**src/rtl/div_pkg.sv**
```systemverilog
// Shared types and sign helpers for the divide (and future multiply) front-ends.
// Helpers work at MAX_BITS; callers extend operands and keep the low bits.
package div_pkg;

   localparam int MAX_BITS = 64;

   typedef enum logic [1:0] {
      IDLE,
      ISSUE,
      WAIT,
      RESP
   } div_seq_state_t;

   function automatic logic [MAX_BITS-1:0] abs_mag(
      input logic [MAX_BITS-1:0] value,
      input logic                is_signed
   );
      return (is_signed && value[MAX_BITS-1]) ? -value : value;
   endfunction

   function automatic logic [MAX_BITS-1:0] neg_if(
      input logic [MAX_BITS-1:0] value,
      input logic                cond
   );
      return cond ? -value : value;
   endfunction

endpackage

```
**src/rtl/div_request_sequencer.sv**
```systemverilog
// Signed/unsigned request front-end for the unsigned slow divider:
// magnitude conversion, one-shot start, sign fix-up and response hold.
module div_request_sequencer
   import div_pkg::*;
#(
   parameter int DIVIDEND_BITS = 32,
   parameter int DIVISOR_BITS  = 32,
   parameter int TAG_BITS      = 4
) (
   input  logic                     clk,
   input  logic                     rst,
   input  logic                     req_valid,
   output logic                     req_ready,
   input  logic                     req_signed,
   input  logic [DIVIDEND_BITS-1:0] req_dividend,
   input  logic [DIVISOR_BITS-1:0]  req_divisor,
   input  logic [TAG_BITS-1:0]      req_tag,
   input  logic                     flush,
   output logic                     div_start,
   output logic [DIVIDEND_BITS-1:0] div_dividend,
   output logic [DIVISOR_BITS-1:0]  div_divisor,
   input  logic [DIVIDEND_BITS-1:0] div_quotient,
   input  logic [DIVISOR_BITS-1:0]  div_remainder,
   input  logic                     div_done,
   output logic                     resp_valid,
   input  logic                     resp_ready,
   output logic [DIVIDEND_BITS-1:0] resp_quotient,
   output logic [DIVISOR_BITS-1:0]  resp_remainder,
   output logic                     resp_error,
   output logic [TAG_BITS-1:0]      resp_tag
);

   localparam int XD = MAX_BITS - DIVIDEND_BITS;
   localparam int XS = MAX_BITS - DIVISOR_BITS;

   div_seq_state_t r_state, w_next;

   logic [DIVIDEND_BITS-1:0] r_dvd_mag;
   logic [DIVISOR_BITS-1:0]  r_dvs_mag;
   logic                     r_dvd_neg;
   logic                     r_dvs_neg;
   logic [DIVIDEND_BITS-1:0] r_q;
   logic [DIVISOR_BITS-1:0]  r_r;
   logic                     r_err;
   logic [TAG_BITS-1:0]      r_tag;

   logic                w_accept;
   logic                w_dvs_zero;
   logic                w_capture;
   logic                w_dvd_sgn;
   logic                w_dvs_sgn;
   logic [MAX_BITS-1:0] w_dvd_abs;
   logic [MAX_BITS-1:0] w_dvs_abs;
   logic [MAX_BITS-1:0] w_q_fix;
   logic [MAX_BITS-1:0] w_r_fix;
   logic                w_unused;

   assign w_dvd_sgn = req_signed & req_dividend[DIVIDEND_BITS-1];
   assign w_dvs_sgn = req_signed & req_divisor[DIVISOR_BITS-1];

   // Sign-extend into the helper width so MIN maps to 2^(N-1) after truncation.
   assign w_dvd_abs = abs_mag({{XD{w_dvd_sgn}}, req_dividend}, req_signed);
   assign w_dvs_abs = abs_mag({{XS{w_dvs_sgn}}, req_divisor}, req_signed);
   assign w_q_fix   = neg_if({{XD{1'b0}}, div_quotient}, r_dvd_neg ^ r_dvs_neg);
   assign w_r_fix   = neg_if({{XS{1'b0}}, div_remainder}, r_dvd_neg);

   assign w_unused = ^{w_dvd_abs[MAX_BITS-1:DIVIDEND_BITS],
                       w_dvs_abs[MAX_BITS-1:DIVISOR_BITS],
                       w_q_fix[MAX_BITS-1:DIVIDEND_BITS],
                       w_r_fix[MAX_BITS-1:DIVISOR_BITS]};

   assign req_ready  = (r_state == IDLE) && !rst && !flush;
   assign w_accept   = req_valid && req_ready;
   assign w_dvs_zero = (req_divisor == '0);
   assign w_capture  = (r_state == WAIT) && div_done && !flush;

   assign div_start      = (r_state == ISSUE);
   assign div_dividend   = r_dvd_mag;
   assign div_divisor    = r_dvs_mag;
   assign resp_valid     = (r_state == RESP);
   assign resp_quotient  = r_q;
   assign resp_remainder = r_r;
   assign resp_error     = r_err;
   assign resp_tag       = r_tag;

   always_ff @(posedge clk or posedge rst) begin
      if (rst) r_state <= IDLE;
      else     r_state <= w_next;
   end

   always_comb begin
      w_next = r_state;
      if (flush) begin
         w_next = IDLE;
      end else begin
         case (r_state)
            IDLE:  if (w_accept) w_next = w_dvs_zero ? RESP : ISSUE;
            ISSUE: w_next = WAIT;
            WAIT:  if (div_done) w_next = RESP;
            RESP:  if (resp_ready) w_next = IDLE;
            default: w_next = IDLE;
         endcase
      end
   end

   always_ff @(posedge clk or posedge rst) begin
      if (rst) begin
         r_dvd_mag <= '0;
         r_dvs_mag <= '0;
         r_dvd_neg <= 1'b0;
         r_dvs_neg <= 1'b0;
         r_q       <= '0;
         r_r       <= '0;
         r_err     <= 1'b0;
         r_tag     <= '0;
      end else if (w_accept) begin
         r_dvd_mag <= w_dvd_abs[DIVIDEND_BITS-1:0];
         r_dvs_mag <= w_dvs_abs[DIVISOR_BITS-1:0];
         r_dvd_neg <= w_dvd_sgn;
         r_dvs_neg <= w_dvs_sgn;
         r_tag     <= req_tag;
         r_err     <= w_dvs_zero;
         // Divide-by-zero bypasses the divider and answers directly.
         if (w_dvs_zero) begin
            r_q <= '1;
            r_r <= req_dividend[DIVISOR_BITS-1:0];
         end
      end else if (w_capture) begin
         r_q   <= w_q_fix[DIVIDEND_BITS-1:0];
         r_r   <= w_r_fix[DIVISOR_BITS-1:0];
         r_err <= 1'b0;
      end
   end

endmodule

```
**config.mk**
```make
export PLATFORM = sky130hd
export DESIGN_NAME = div_request_sequencer
export DESIGN_NICKNAME = d
export VERILOG_FILES = /design/src/rtl/div_pkg.sv /design/src/rtl/div_request_sequencer.sv
export SDC_FILE = /design/constraint.sdc
export NUM_CORES = 1
export LEC_CHECK = 0
export CAP_MARGIN = 0
export CELL_PAD_IN_SITES_DETAIL_PLACEMENT = 0
export CELL_PAD_IN_SITES_GLOBAL_PLACEMENT = 1
export CORE_MARGIN = 2
export CORE_UTILIZATION = 34
export DETAILED_ROUTE_END_ITERATION = 16
export GPL_TIMING_DRIVEN = 0
export PLACE_DENSITY_LB_ADDON = 0.1
export RECOVER_POWER = 50
export SYNTH_ARGS = -nofsm -noshare
export SYNTH_HDL_FRONTEND = slang
export SYNTH_SLANG_ARGS = --single-unit
```
**constraint.sdc**
```tcl
create_clock -name clk -period 6.2 [get_ports clk]
set_input_delay 0.93 -clock clk [delete_from_list [all_inputs] [get_ports clk]]
set_output_delay 0.93 -clock clk [all_outputs]
set_load 0.005 [all_outputs]
```
== Word-level counts from Yosys, hierarchy flattened ==
Cells that the tools add are included.

* Bits in registers: 137
* Bits in latches: 0
* RAM bits: 0
* Memory bits (read-only): 0
* Input port bits: 139
* Memories kept: 0

* Add/subtract/negate cells: 4
* $mul: 0
* Div/mod/pow operators: 0
* Magnitude comparators: 0
* Equality and inequality tests: 7
* Shifts and indexed selects: 0
* Muxes and demuxes: 18
* Bitwise logic cells: 3
* Reductions and logical operators: 14

{| class="wikitable"
|+ Operator list
! operator !! count
|-
| $mux 32 || 10
|-
| $neg 32->32 || 4
|-
| $logic_not 32->1 || 1
|-
| $mux 2 || 5
|-
| $pmux 2 s4 || 1
|-
| $logic_and 1x1->1 || 7
|-
| $ne 3x3->1 const B || 2
|-
| $eq 2x2->1 const B || 2
|-
| $ne 3x2->1 const B || 1
|-
| $reduce_and 3->1 || 1
|-
| $and 1x1->1 || 2
|-
| $eq 2x1->1 const B || 1
|-
| $logic_not 1->1 || 2
|-
| $logic_not 2->1 || 1
|-
| $mux 1 || 2
|-
| $ne 2x1->1 const B || 1
|-
| $reduce_and 2->1 || 1
|-
| $reduce_bool 2->1 || 1
|-
| $xor 1x1->1 || 1
|}

== Longest topological paths before layout ==
Gate-level depths: netlist of run 1.

* Depth after elaboration: 7
* Gate-level depth with buffers: 9
* Gate-level depth less buffers: 7

== Least setup slack after synthesis of run 1 ==
OpenSTA, ideal clock, no wires.

* Kind: input port to flip-flop
* Start: input req_divisor[0]
* End: register r_r[17] (netlist: resp_remainder[17])
* Arrival time: 2.892 ns
* Data required time: 6.075 ns
* Slack: 3.183 ns
* Stages: 7
* Cell sequence: inv_1 > ha_1 > nor3b_1 > nand4_1 > o31ai_1 > buf_2 > mux2_2

* Longest elaborated chain between the ends: 3

{| class="wikitable"
|+ Ends and longest elaborated chain
! what !! RTL line !! RTL
|-
| start: declaration || div_request_sequencer.sv:16 || <nowiki>input logic [DIVISOR_BITS-1:0] req_divisor,</nowiki>
|-
| $logic_not 32->1 || div_request_sequencer.sv:74 || <nowiki>assign w_dvs_zero = (req_divisor == '0);</nowiki>
|-
| $ne 2x1->1 (no line) || n/a ||
|-
| $reduce_and 2->1 (no line) || n/a ||
|-
| end signal: assignment || div_request_sequencer.sv:126 || <nowiki>r_r <= req_dividend[DIVISOR_BITS-1:0];</nowiki>
|-
| end signal: assignment || div_request_sequencer.sv:130 || <nowiki>r_r <= w_r_fix[DIVISOR_BITS-1:0];</nowiki>
|-
| end: declaration || div_request_sequencer.sv:43 || <nowiki>logic [DIVISOR_BITS-1:0] r_r;</nowiki>
|}

No other way between the ends.
A chain may end at the register's enable or synchronous reset.

== Worst setup path after layout of run 1 ==
* Start: input rst
* End: register r_r[10] (netlist: resp_remainder[10])

* Longest elaborated chain between the ends: 6
* Elaborated cells between the ends (all ways): 8

{| class="wikitable"
|+ Ends and longest elaborated chain
! what !! RTL line !! RTL
|-
| start: declaration || div_request_sequencer.sv:11 || <nowiki>input logic rst,</nowiki>
|-
| $logic_not 1->1 (no line) (*) || n/a ||
|-
| $logic_and 1x1->1 (*) (2 in series) || div_request_sequencer.sv:72 || <nowiki>assign req_ready = (r_state == IDLE) && !rst && !flush;</nowiki>
|-
| $logic_and 1x1->1 (*) || div_request_sequencer.sv:73 || <nowiki>assign w_accept = req_valid && req_ready;</nowiki>
|-
| $ne 2x1->1 (no line) / $reduce_bool 2->1 (equally long branches) || n/a ||
|-
| $reduce_and 2->1 (no line) || n/a ||
|}

Every way passes the cells marked *; elsewhere a longest branch is shown, timed or not.

==> metrics.log, run 1 <==
INFO  metric outcome = finished with violations
INFO  metric failing_checks = max-capacitance violations, max-slew violations
INFO  metric power.static_leakage = 4.80 nW
INFO  metric cts-resized-gates = 0
INFO  metric power.density = 407 nW/µm²
INFO  metric number_of_buffers_created_by_cts = 17
INFO  metric critical_path.startpoint_type = primary input
INFO  metric grt_max_degree = between 80 and 90
INFO  metric worst_setup_path_end_kind = register
INFO  metric drt.antenna.violating_nets = 0
INFO  metric detail_route.wl_per_cell = 19.3 µm
INFO  metric post_detail_place_hpwl = 23000 µm
INFO  metric worstHoldPathType = register to register
INFO  metric die_w = 160 µm
INFO  metric globalRouteOverflowTotal = 0
INFO  metric critical_path_buf_inv_count = 2
INFO  metric clkSinkCount = 137
INFO  metric initial_util = 34.9%
INFO  metric die_h = 160 µm
INFO  metric placement.cell_area = 11400 µm²
INFO  metric drive_above_1_share = 4.06%
INFO  metric synth_warnings = 0
INFO  metric setup_repair_bufs_after_cts = 0
INFO  metric cp_cell_sequence = dlygate4sd3_1, nor4bb_1, nand3_1, o31ai_2, clkbuf_1, o21ai_0, o21ai_0
INFO  metric rsz0062_at_grt = false
INFO  metric final-max-slew-violation-count = 53
INFO  metric crit_family = compound AO/OA/AOI/OAI gates
INFO  metric grtUsageTotal = between 20% and 30%
INFO  metric detailed_routing_iterations_pass_1 = 5
INFO  metric cap_viol_max_count = 1
INFO  metric tightest_slew = 2.53 ns
INFO  metric timing.critical_path.slowest_stage_cell = sky130_fd_sc_hd__o31ai_2
INFO  metric hold_viol_final = 0
INFO  metric peakVddDrop = 0.190 mV
INFO  metric critPathMaxFanout = 10
INFO  metric cp_common_cell = sky130_fd_sc_hd__o21ai_0
INFO  metric antenna_cells_inserted = 0
INFO  metric final_area = 12000 µm²
INFO  metric insertion_delay = ~0.43 ns
INFO  metric io-pin-count = roughly 280
INFO  metric synthCells = 949
INFO  metric final_core_utilization = 51.0%
INFO  metric vias = around 8300
INFO  metric synth_ff_type = sky130_fd_sc_hd__dfrtp_1
INFO  metric synth_seq_cells = 137
INFO  metric final_min_period_over_clock_period = around two thirds
INFO  metric std_cell_rows = 56
INFO  metric post_cts_hold_buffer_count = 0
INFO  metric critical_path_class = primary input to register
INFO  metric synth_area = 8240 µm²
INFO  metric yosysUniqueCellTypes = 57
INFO  metric areaGrowthSynthToFinish = 46.1%
INFO  metric setup-violations-final = 0
INFO  metric postRouteWirelength = between 30000 and 40000 µm
INFO  metric synth_fp_nets = 1097
INFO  metric cts_tree = built
INFO  metric h-tree-depth = 4
INFO  metric floorplan.die_area = 25500 µm²
INFO  metric first_global_vias = between 8000 and 9000
INFO  metric cts_buffer_depth = 2
INFO  metric total_power = 4.90 mW
INFO  metric max_freq = 243 MHz
INFO  metric max-slew-margin-rel = -69.3%
INFO  metric grt_first_pass_wirelength = 46200 µm
INFO  metric detail_route.vias_per_cell = 5.27
INFO  metric cp_data_required_time = around 6.5 ns
INFO  metric grt_antenna_before_repair = 3
INFO  metric avgSynthCellArea = 8.69 µm²
INFO  metric worstReg2RegStart = r_state[0]
INFO  metric placement.io_buffers = 273
INFO  metric critical_path.startpoint = rst
INFO  metric fin_skew = 0.0103 ns
INFO  metric layout.nets = 1390
INFO  metric clock_pin_slew_reported_for_the_worst_setup_and_hold_paths_after_clock_tree_synthesis = 0.06 ns
INFO  metric hold_path_startpoint = resp_remainder[3]
INFO  metric remaining_drc_errors = 0
INFO  metric drt_iter0_drc = 544
INFO  metric placer_s_final_routability_congestion_estimate = 0.854
INFO  metric critical-path-max-stage-delay = 0.84 ns
INFO  metric timing.final.crit_period = 4.11 ns
INFO  metric finalSetupTns = 0 ns
INFO  metric fp.coreArea = 23600 µm²
INFO  metric critPathArrivalTime = 4.45 ns
INFO  metric synth_edf_count = 0
INFO  metric clock-root-buffer = sky130_fd_sc_hd__clkbuf_16
INFO  metric seq_area_frac_synth = about two fifths
INFO  metric synth-async-reset-ratio = between 90% and 100%
## layout by cell type, fill, tap and decap left out, drive strengths merged, types with 3 or more instances in the layout
cell type | netlist | final
buf | 8 | 9
or4 | 21 | 21
nand2 | 116 | 116
nand3b | 6 | 6
a211oi | 3 | 3
mux2i | 16 | 16
xnor2 | 52 | 52
ha | 9 | 9
clkbuf | 48 | 66
bufinv | 0 | 4
nor3 | 25 | 25
dlygate4sd3 | 0 | 69
nor4 | 20 | 20
and3 | 3 | 3
clkinvlp | 0 | 4
inv | 25 | 26
mux2 | 6 | 6
a21oi | 52 | 52
a31oi | 28 | 28
clkinv | 0 | 5
o31ai | 33 | 33
dfrtp | 137 | 137
xor2 | 58 | 58
nor2 | 73 | 73
nand3 | 13 | 13
nand4 | 15 | 15
o21ai | 98 | 98
o41ai | 18 | 18
and2 | 3 | 3
or3 | 10 | 10
nor2b | 4 | 4
clkdlybuf4s50 | 0 | 204
a21o | 6 | 6
or2 | 5 | 5
nand2b | 11 | 11
## routing by layer
layer | share of wire, % | track usage [%] | vias up
met5 | 0.053 | 0 | -
li1 | - | - | 4020
met2 | 47 | 38.2 | 260
met4 | 1.5 | 5.37 | 2
met3 | 7.2 | 6.55 | 28
met1 | 44 | 30.5 | 3987
## metrics by stage
stage	worst slack, ns	hold WS (ns)	std cells
after floorplan	1.60	0.463	949
after global placement	-0.779	0.456	1541
after detailed placement	1.51	0.457	1542
after CTS	1.94	0.471	1574
after global routing	1.76	0.487	1574
final	2.09	0.462	1574
## sequential cells by signal, indices dropped and copies added (netlist names)
register / flops
div_dividend: 32
div_divisor: 32
r_dvd_neg: 1
r_dvs_neg: 1
r_state: 2
resp_error: 1
resp_quotient: 32
resp_remainder: 32
resp_tag: 4
## cell type report
type | instances | area [µm²]
fill | 2313 | 11600
sequential | 137 | 3430
multi-input combinational | 731 | 4510
tap | 319 | 399
clock buffer | 18 | 439
clock inverter | 14 | 196
inverter | 25 | 95.1
timing repair buffer | 274 | 2760
buffer | 56 | 213
## worst register-to-register path, stage by stage, from the launching register on
cell	delay [ns]
sky130_fd_sc_hd__dfrtp_1	0.42
sky130_fd_sc_hd__inv_1	0.12
sky130_fd_sc_hd__ha_1	0.21
sky130_fd_sc_hd__nor4bb_1	0.74
sky130_fd_sc_hd__nand3_1	0.25
sky130_fd_sc_hd__o31ai_2	0.84
sky130_fd_sc_hd__clkbuf_1	0.49
sky130_fd_sc_hd__o21ai_0	0.30
sky130_fd_sc_hd__o21ai_0	0.23
## kinds of logic (layout without fill, tap and decap cells)
group | Yosys count | in the layout | share of synthesized area (%)
multiplexers | 22 | 22 | 2.76
AO/OA/AOI/OAI | 254 | 254 | 18.8
buffers and inverters | 81 | 387 | 3.72
AND/OR/NAND/NOR | 336 | 336 | 20.1
XOR/XNOR | 110 | 110 | 11.7
adder cells (fa/ha/maj) | 9 | 9 | 1.37
flip-flops | 137 | 137 | 41.6
## report_power, final
| group | switching, mW | internal (mW) |
|---|---|---|
| sequential | 0.243 | 1.33 |
| clock | 0.434 | 0.687 |
| combinational | 1.00 | 1.20 |
| total | 1.68 | 3.22 |
## Yosys cell counts, types with 16 or more instances
cell | count | share of area (%)
sky130_fd_sc_hd__or4_1 | 20 | 1.8
sky130_fd_sc_hd__o41ai_1 | 18 | 1.9
sky130_fd_sc_hd__dfrtp_1 | 137 | 42
sky130_fd_sc_hd__inv_1 | 25 | 1.1
sky130_fd_sc_hd__nor4_1 | 19 | 1.4
sky130_fd_sc_hd__mux2i_1 | 16 | 1.9
sky130_fd_sc_hd__a31oi_1 | 28 | 2.1
sky130_fd_sc_hd__nand2_1 | 116 | 5.3
sky130_fd_sc_hd__nor2_1 | 73 | 3.3
sky130_fd_sc_hd__nor3_1 | 25 | 1.5
sky130_fd_sc_hd__xor2_1 | 58 | 6.2
sky130_fd_sc_hd__o31ai_1 | 32 | 2.9
sky130_fd_sc_hd__clkbuf_1 | 48 | 2.2
sky130_fd_sc_hd__a21oi_1 | 52 | 3.2
sky130_fd_sc_hd__o21ai_0 | 98 | 6.0
sky130_fd_sc_hd__xnor2_1 | 52 | 5.5
## final timing paths
| kind | endpoint | slack [ns] | cells past startpoint |
|---|---|---|---|
| max | resp_remainder[10] | 2.09 | 7 |
| min in group asynchronous | r_state[1] | 1.72 | 2 |
| min | resp_remainder[3] | 0.46 | 2 |
| max reg2reg | resp_remainder[10] | 2.50 | 8 |
| min reg2reg | resp_remainder[3] | 0.46 | 2 |
| max in group asynchronous | resp_remainder[26] | 3.23 | 3 |
No activity file was read; power rests on OpenSTA's default activity.
==> run 2: changes to the inputs <==
- clock period: 6.2 -> 3.91 ns (I/O delays scaled with it)
==> run 2 against run 1 <==
  * The flow still finishes with violations (max-capacitance violations, max-slew violations)
  * Design area fell by 0.11%
  * Largest power group unchanged
  * Clock skew rose by 0.00070 ns
  * Sequential cell count unchanged
  * Critical path depth up 2
  * Highest routed layer unchanged
  * Via count fell by 0.77%
  * Cell count grew 0.25%
  * Critical path type unchanged
==> metrics.log, run 2 (same netlist as run 1, synthesis figures left out) <==
INFO  metric final-max-slew-violation-count = 105 (+98%)
INFO  metric hold_viol_final = 0 (unchanged)
INFO  metric critical_path.startpoint_type = primary input
INFO  metric final_core_utilization = 50.9% (-0.058 points)
INFO  metric timing.critical_path.slowest_stage_cell = sky130_fd_sc_hd__o31ai_2
INFO  metric drt_iter0_drc = 475 (-13%)
INFO  metric postRouteWirelength = 30000 µm (-1.0%)
INFO  metric areaGrowthSynthToFinish = 45.9%
INFO  metric power.density = 641 nW/µm² (+57%)
INFO  metric final_min_period_over_clock_period = 93.0%
INFO  metric finalSetupTns = 0 ns (unchanged)
INFO  metric timing.final.crit_period = 3.64 ns
INFO  metric grt_first_pass_wirelength = 46700 µm (+1.1%)
INFO  metric cp_data_required_time = 4.25 ns (-2.29 ns)
INFO  metric outcome = finished with violations
INFO  metric critPathArrivalTime = 3.98 ns (-0.47 ns)
INFO  metric first_global_vias = 8254 (+2.6%)
INFO  metric critical_path_class = primary input to register
INFO  metric vias = 8233 (-0.77%)
INFO  metric die_h = 160 µm (unchanged)
INFO  metric cp_common_cell = sky130_fd_sc_hd__o21ai_0
INFO  metric drt.antenna.violating_nets = 0 (unchanged)
INFO  metric peakVddDrop = 0.268 mV (+41%)
INFO  metric clock-root-buffer = sky130_fd_sc_hd__clkbuf_16
INFO  metric clkSinkCount = 137 (unchanged)
INFO  metric critical-path-max-stage-delay = 0.88 ns (+0.04 ns)
INFO  metric drive_above_1_share = 3.98% (-0.086 points)
INFO  metric failing_checks = max-capacitance violations, max-slew violations
INFO  metric place_ws = -0.621 ns (-2.13 ns)
INFO  metric setup-violations-final = 0 (unchanged)
INFO  metric h-tree-depth = 4 (unchanged)
INFO  metric detail_route.wl_per_cell = 19.0 µm (-1.3%)
INFO  metric cts_tree = built
INFO  metric total_power = 7.71 mW (+57%)
INFO  metric final_area = 12000 µm² (-0.11%)
INFO  metric post_cts_hold_buffer_count = 0 (unchanged)
INFO  metric detailed_routing_iterations_pass_1 = 5 (unchanged)
INFO  metric io-pin-count = 275 (unchanged)
INFO  metric floorplan.die_area = 25500 µm² (unchanged)
INFO  metric rsz0062_at_grt = false
INFO  metric final_cell_mix = sky130_fd_sc_hd__clkdlybuf4s50_1, sky130_fd_sc_hd__dfrtp_1, sky130_fd_sc_hd__nand2_1
INFO  metric die_w = 160 µm (unchanged)
INFO  metric placement.io_buffers = 273 (unchanged)
INFO  metric n_fill_cell = 2340 (+1.2%)
INFO  metric initial_util = 34.9% (unchanged)
INFO  metric grt_max_degree = 39 (-55%)
INFO  metric finalWorstSetupSlack = 0.272 ns (-1.82 ns)
INFO  metric fp.coreArea = 23600 µm² (unchanged)
INFO  metric grt_antenna_before_repair = 3 (unchanged)
INFO  metric globalRouteOverflowTotal = 0 (unchanged)
INFO  metric layout.nets = 1392 (+0.14%)
INFO  metric detail_route.vias_per_cell = 5.22 (-1.0%)
INFO  metric critPathMaxFanout = 10 (unchanged)
INFO  metric clock_pin_slew_reported_for_the_worst_setup_and_hold_paths_after_clock_tree_synthesis = 0.06 ns (about the same)
INFO  metric grtUsageTotal = 23.4% (+0.13 points)
INFO  metric tightest_slew = 1.61 ns (-0.912 ns)
INFO  metric placement.cell_area = 11400 µm² (+0.23%)
INFO  metric std_cell_rows = 56 (unchanged)
INFO  metric cts_buffer_depth = 2 (unchanged)
INFO  metric insertion_delay = 0.43 ns (about the same)
INFO  metric max_freq = 275 MHz
INFO  metric post_detail_place_hpwl = 23200 µm (+0.57%)
INFO  metric fin_skew = 0.0110 ns (+0.000700 ns)
INFO  metric worstHoldPathType = register to register
INFO  metric placer_s_final_routability_congestion_estimate = 0.863 (+1.1%)
INFO  metric setup_repair_bufs_after_cts = 0 (unchanged)
INFO  metric worst_setup_path_end_kind = register
INFO  metric power.static_leakage = 4.80 nW (about the same)
INFO  metric remaining_drc_errors = 0 (unchanged)
INFO  metric cap_viol_max_count = 3 (+2)
INFO  metric layout_commonest_cell = sky130_fd_sc_hd__clkdlybuf4s50_1
INFO  metric max-slew-margin-rel = -7.71% (+62 points)
INFO  metric cp_cell_sequence = clkdlybuf4s50_1, inv_1, ha_1, nor3b_1, nand4_1, o31ai_2, clkbuf_1, o21ai_0, o21ai_0
INFO  metric number_of_buffers_created_by_cts = 17 (unchanged)
## run 2: cell count changes in the layout (fill, tap and decap cells not counted), moves of 2 or more
cell                       previous run  this run
sky130_fd_sc_hd__clkbuf_1            48        50
sky130_fd_sc_hd__clkinv_4             3         0
sky130_fd_sc_hd__diode_2              0         2
sky130_fd_sc_hd__inv_6                2         5
## run 2: layout make-up
cell class	instances	area, µm²	share of cell area, %
diodes	2	5.00	0.0416
well taps	319	399	3.32
plain buffers	56	213	1.77
clock inverters	12	161	1.34
inverters	25	95.1	0.790
flip-flops and latches	137	3430	28.5
clock buffers	20	447	3.71
multi-input cells	731	4520	37.6
repair buffers	276	2760	23.0
## run 2: worst max-delay path: cells and delay by family
| family | cells | cell delay [ns] |
|---|---|---|
| AO/OA/AOI/OAI | 3 | 1.39 |
| adder cells (fa/ha/maj) | 1 | 0.15 |
| AND/OR/NAND/NOR | 2 | 0.77 |
| buffers and inverters | 3 | 1.06 |
## run 2: path summary, 6_finish.rpt
check,start,end,slack [ns],cells past startpoint
max,req_divisor[1],resp_remainder[9],0.27,9
min,resp_remainder[3],resp_remainder[3],0.47,2
max reg2reg,r_state[0],resp_remainder[9],0.46,8
min reg2reg,resp_remainder[3],resp_remainder[3],0.47,2
max in group asynchronous,rst,div_dividend[17],0.69,3
min in group asynchronous,rst,resp_quotient[27],1.06,2
## run 2: per-stage QoR
step,cells,hold WS [ns]
2_1_floorplan,949,0.463
3_3_place_gp,1541,0.453
3_5_place_dp,1544,0.463
4_1_cts,1576,0.477
5_1_grt,1577,0.503
6_report,1578,0.468
## run 2: timing repair
action	in CTS	in global routing
pin swaps	0	0
endpoints found under the hold margin	0	0
gates cloned	0	0
endpoints found under the setup margin	8	2
gates resized for setup	1	1
## run 2: power breakdown
part           switching (mW)  internal (mW)  leakage, nW
sequential              0.379           2.11         1.67
clock                   0.672           1.03        0.288
combinational            1.61           1.91         2.85
total                    2.66           5.05         4.80
## run 2: routing by layer
layer | part of all wire [%] | track usage, %
met1 | 45 | 31.1
met2 | 47 | 38.0
met3 | 6.3 | 5.58
met4 | 1.9 | 6.65
met5 | 0.043 | 0
==> run 3: changes to the inputs <==
- ABC_AREA: unset -> 1
- CORE_ASPECT_RATIO: unset -> 0.6
- CORE_UTILIZATION: 34 -> 33
==> run 3 against run 2 <==
  * The flow now finishes without violations
  * Register-to-register slack improved by 0.47 ns
  * Design area is 10% higher
  * Synthesized cell count increased by 55%
  * Critical endpoint is now resp_remainder[12]
==> metrics.log, run 3 <==
INFO  metric outcome = complete, no violations
INFO  metric die_w = 221 µm (+38%)
INFO  metric critPathArrivalTime = 3.33 ns (-0.65 ns)
INFO  metric timing.final.crit_period = 2.98 ns (-0.653 ns)
INFO  metric layout.nets = 1916 (+38%)
INFO  metric critical_path_class = register to register
INFO  metric floorplan.die_area = 29700 µm² (+16%)
INFO  metric worstHoldPathType = register to register
INFO  metric fin_skew = 0.00719 ns (-0.00381 ns)
INFO  metric share_clk_of_total_power = 21.6% (-0.5 points)
INFO  metric setup_repair_bufs_after_cts = 0 (unchanged)
INFO  metric detail_route.wl_per_cell = 19.4 µm (+1.7%)
INFO  metric detail_route.vias_per_cell = 5.07 (-2.8%)
INFO  metric avgSynthCellArea = 6.35 µm² (-27%)
INFO  metric layout_commonest_cell = sky130_fd_sc_hd__nand2_1
INFO  metric yosysUniqueCellTypes = 36 (-37%)
INFO  metric drive_above_1_share = 4.32% (+0.35 points)
INFO  metric clkSinkCount = 137 (unchanged)
INFO  metric power.density = 618 nW/µm² (-3.6%)
INFO  metric power.combinational.fraction = 48.2% (+2.6 points)
INFO  metric synthCells = 1471 (+55%)
INFO  metric drt_iter0_drc = 1119 (+140%)
INFO  metric number_of_buffers_created_by_cts = 17 (unchanged)
INFO  metric post_cts_hold_buffer_count = 0 (unchanged)
INFO  metric synth_edf_count = 0 (unchanged)
INFO  metric postRouteWirelength = 41700 µm (+39%)
INFO  metric hold_viol_final = 0 (unchanged)
INFO  metric max_freq = 335 MHz (+22%)
INFO  metric grt_util_met3 = 6.90% (+1.3 points)
INFO  metric cts_tree = built
INFO  metric final_core_utilization = 47.8% (-3.1 points)
INFO  metric grt_antenna_before_repair = 5 (+2)
INFO  metric grt_first_pass_wirelength = 61600 µm (+32%)
INFO  metric first_global_vias = 9854 (+19%)
INFO  metric final_min_period_over_clock_period = 76.3% (-17 points)
INFO  metric cap_viol_max_count = 0 (-3)
INFO  metric worst_setup_path_end_kind = register
INFO  metric power.static_leakage = 6.54 nW (+36%)
INFO  metric fp.coreArea = 27700 µm² (+17%)
INFO  metric tightest_slew = 1.41 ns (-0.204 ns)
INFO  metric drt.antenna.violating_nets = 0 (unchanged)
INFO  metric cts-resized-gates = 0 (-1)
INFO  metric yosysMostFrequentCell = sky130_fd_sc_hd__nand2_1
INFO  metric remaining_drc_errors = 0 (unchanged)
INFO  metric synth_area = 9340 µm² (+13%)
INFO  metric synth-async-reset-ratio = 100% (unchanged)
INFO  metric initial_util = 33.7% (-1.2 points)
INFO  metric power.switching = 3.21 mW (+21%)
INFO  metric grt_max_degree = 32 (-18%)
INFO  metric synth_ff_type = sky130_fd_sc_hd__dfrtp_1
INFO  metric placer_s_final_routability_congestion_estimate = 0.936 (+8.5%)
INFO  metric rsz0062_at_grt = false
INFO  metric yosys.area.top_type_share = 36.7% (-4.9 points)
INFO  metric synth_top_cells_by_count = sky130_fd_sc_hd__nand2_1, sky130_fd_sc_hd__nand3_1, sky130_fd_sc_hd__nor2_1
INFO  metric sequentialPowerShare = 30.2% (-2.1 points)
INFO  metric seq_area_frac_synth = 36.7% (-4.9 points)
INFO  metric grtUsageTotal = 27.9% (+4.5 points)
INFO  metric synth_fp_nets = 1619 (+48%)
INFO  metric netlist_top_cells_area = sky130_fd_sc_hd__dfrtp_1, sky130_fd_sc_hd__nand2_1, sky130_fd_sc_hd__nand3_1, sky130_fd_sc_hd__nor2_1, sky130_fd_sc_hd__inv_1
INFO  metric cts_buffer_depth = 2 (unchanged)
INFO  metric std_cell_rows = 47 (-16%)
INFO  metric n_fill_cell = 2889 (+23%)
INFO  metric insertion_delay = 0.45 ns (+0.02 ns)
INFO  metric detailed_routing_iterations_pass_1 = 6 (+1)
INFO  metric final-max-slew-violation-count = 0 (-100%)
INFO  metric globalRouteOverflowTotal = 0 (unchanged)
INFO  metric finalSetupTns = 0 ns (unchanged)
INFO  metric final_cell_mix = sky130_fd_sc_hd__nand2_1, sky130_fd_sc_hd__nand3_1, sky130_fd_sc_hd__nor2_1
INFO  metric areaGrowthSynthToFinish = 41.8%
INFO  metric power.share.switching = 39.3% (+4.8 points)
INFO  metric clock-root-buffer = sky130_fd_sc_hd__clkbuf_16
INFO  metric intPower = 4.97 mW (-1.7%)
INFO  metric h-tree-depth = 4 (unchanged)
INFO  metric post_detail_place_hpwl = 34000 µm (+47%)
INFO  metric critPathMaxFanout = 10 (unchanged)
INFO  metric synth_warnings = 0 (unchanged)
INFO  metric max-slew-margin-rel = 5.57% (+13 points)
INFO  metric vias = 10900 (+32%)
INFO  metric cell_accounting_for_the_most_synthesized_area = sky130_fd_sc_hd__dfrtp_1
INFO  metric die_h = 134 µm (-16%)
INFO  metric clock_pin_slew_reported_for_the_worst_setup_and_hold_paths_after_clock_tree_synthesis = 0.06 ns (about the same)
INFO  metric setup-violations-final = 0 (unchanged)
INFO  metric cp_data_required_time = 4.25 ns (about the same)
INFO  metric synth_seq_cells = 137 (unchanged)
INFO  metric io-pin-count = 275 (unchanged)
INFO  metric grt-busiest-layer = met1
INFO  metric use_met1 = 45.6% (+15 points)
INFO  metric critical_path.startpoint_type = register
INFO  metric grt_use_met2 = 35.2% (-2.8 points)
INFO  metric placement.io_buffers = 274 (+0.37%)
INFO  metric peakVddDrop = 0.334 mV (+24%)
run 3: path summary, 6_finish.rpt:
path | startpoint | endpoint | slack [ns] | depth (start not counted)
min reg2reg | resp_quotient[9] | resp_quotient[9] | 0.47 | 2
max in group asynchronous | rst | resp_remainder[29] | 0.96 | 6
max reg2reg | r_state[0] | resp_remainder[12] | 0.93 | 10
max | r_state[0] | resp_remainder[12] | 0.93 | 10
min in group asynchronous | rst | div_divisor[2] | 0.96 | 2
min | resp_quotient[9] | resp_quotient[9] | 0.47 | 2
run 3: metal layers:
layer  vias to the layer above  wire [µm]  share of wire (%)
li1                       5333          -                  -
met5                         -          0                  0
met2                       457      15400                 37
met4                         0        462                1.1
met1                      5089      22100                 53
met3                        29       3750                9.0
run 3: power by group through the flow:
stage          Sequential, mW  Clock [mW]  Combinational (mW)
2_1_floorplan            2.49           0                1.78
3_3_place_gp             2.49           0                4.04
3_5_place_dp             2.50           0                4.08
4_1_cts                  2.49        1.80                4.10
5_1_grt                  2.56        1.85                4.33
6_report                 2.47        1.77                3.94
run 3: kinds of logic after synthesis:
family,count (synthesis),synth area share (%)
AND/OR/NAND/NOR,973,43.3
buffers and inverters,186,8.29
AO/OA/AOI/OAI,146,8.52
flip-flops,137,36.7
XOR/XNOR,20,1.96
adder cells (fa/ha/maj),9,1.21
run 3: worst max-delay path: stages (launching register included):
cell                      delay (ns)
sky130_fd_sc_hd__dfrtp_1        0.39
sky130_fd_sc_hd__inv_1          0.11
sky130_fd_sc_hd__ha_1           0.22
sky130_fd_sc_hd__nand2_1        0.08
sky130_fd_sc_hd__nor2_2         0.04
sky130_fd_sc_hd__nand2_1        0.32
sky130_fd_sc_hd__buf_2          0.33
sky130_fd_sc_hd__buf_1          0.74
sky130_fd_sc_hd__o21ai_0        0.37
sky130_fd_sc_hd__nand2_1        0.19
sky130_fd_sc_hd__nand2_1        0.07
run 3: layout make-up:
type                    instances  area, µm²  area share, %
multi-input cells            1148       5130           38.8
flip-flops and latches        137       3430           25.9
repair buffers                278       2810           21.2
inverters                     133        500           3.78
clock buffers                  22        484           3.66
well taps                     367        459           3.47
plain buffers                  53        275           2.08
clock inverters                10        141           1.07
diodes                          4       10.0         0.0756
run 3: through the flow:
stage	hold slack, ns	area (µm²)	instances	worst slack (ns)	power, mW
after floorplan	0.465	9340	1471	1.62	4.28
after detailed placement	0.463	12600	2116	0.776	6.58
after CTS	0.479	13300	2148	1.18	8.39
after global placement	0.455	12500	2112	0.0606	6.54
after global routing	0.480	13200	2150	0.545	8.74
final	0.468	13200	2152	0.925	8.18
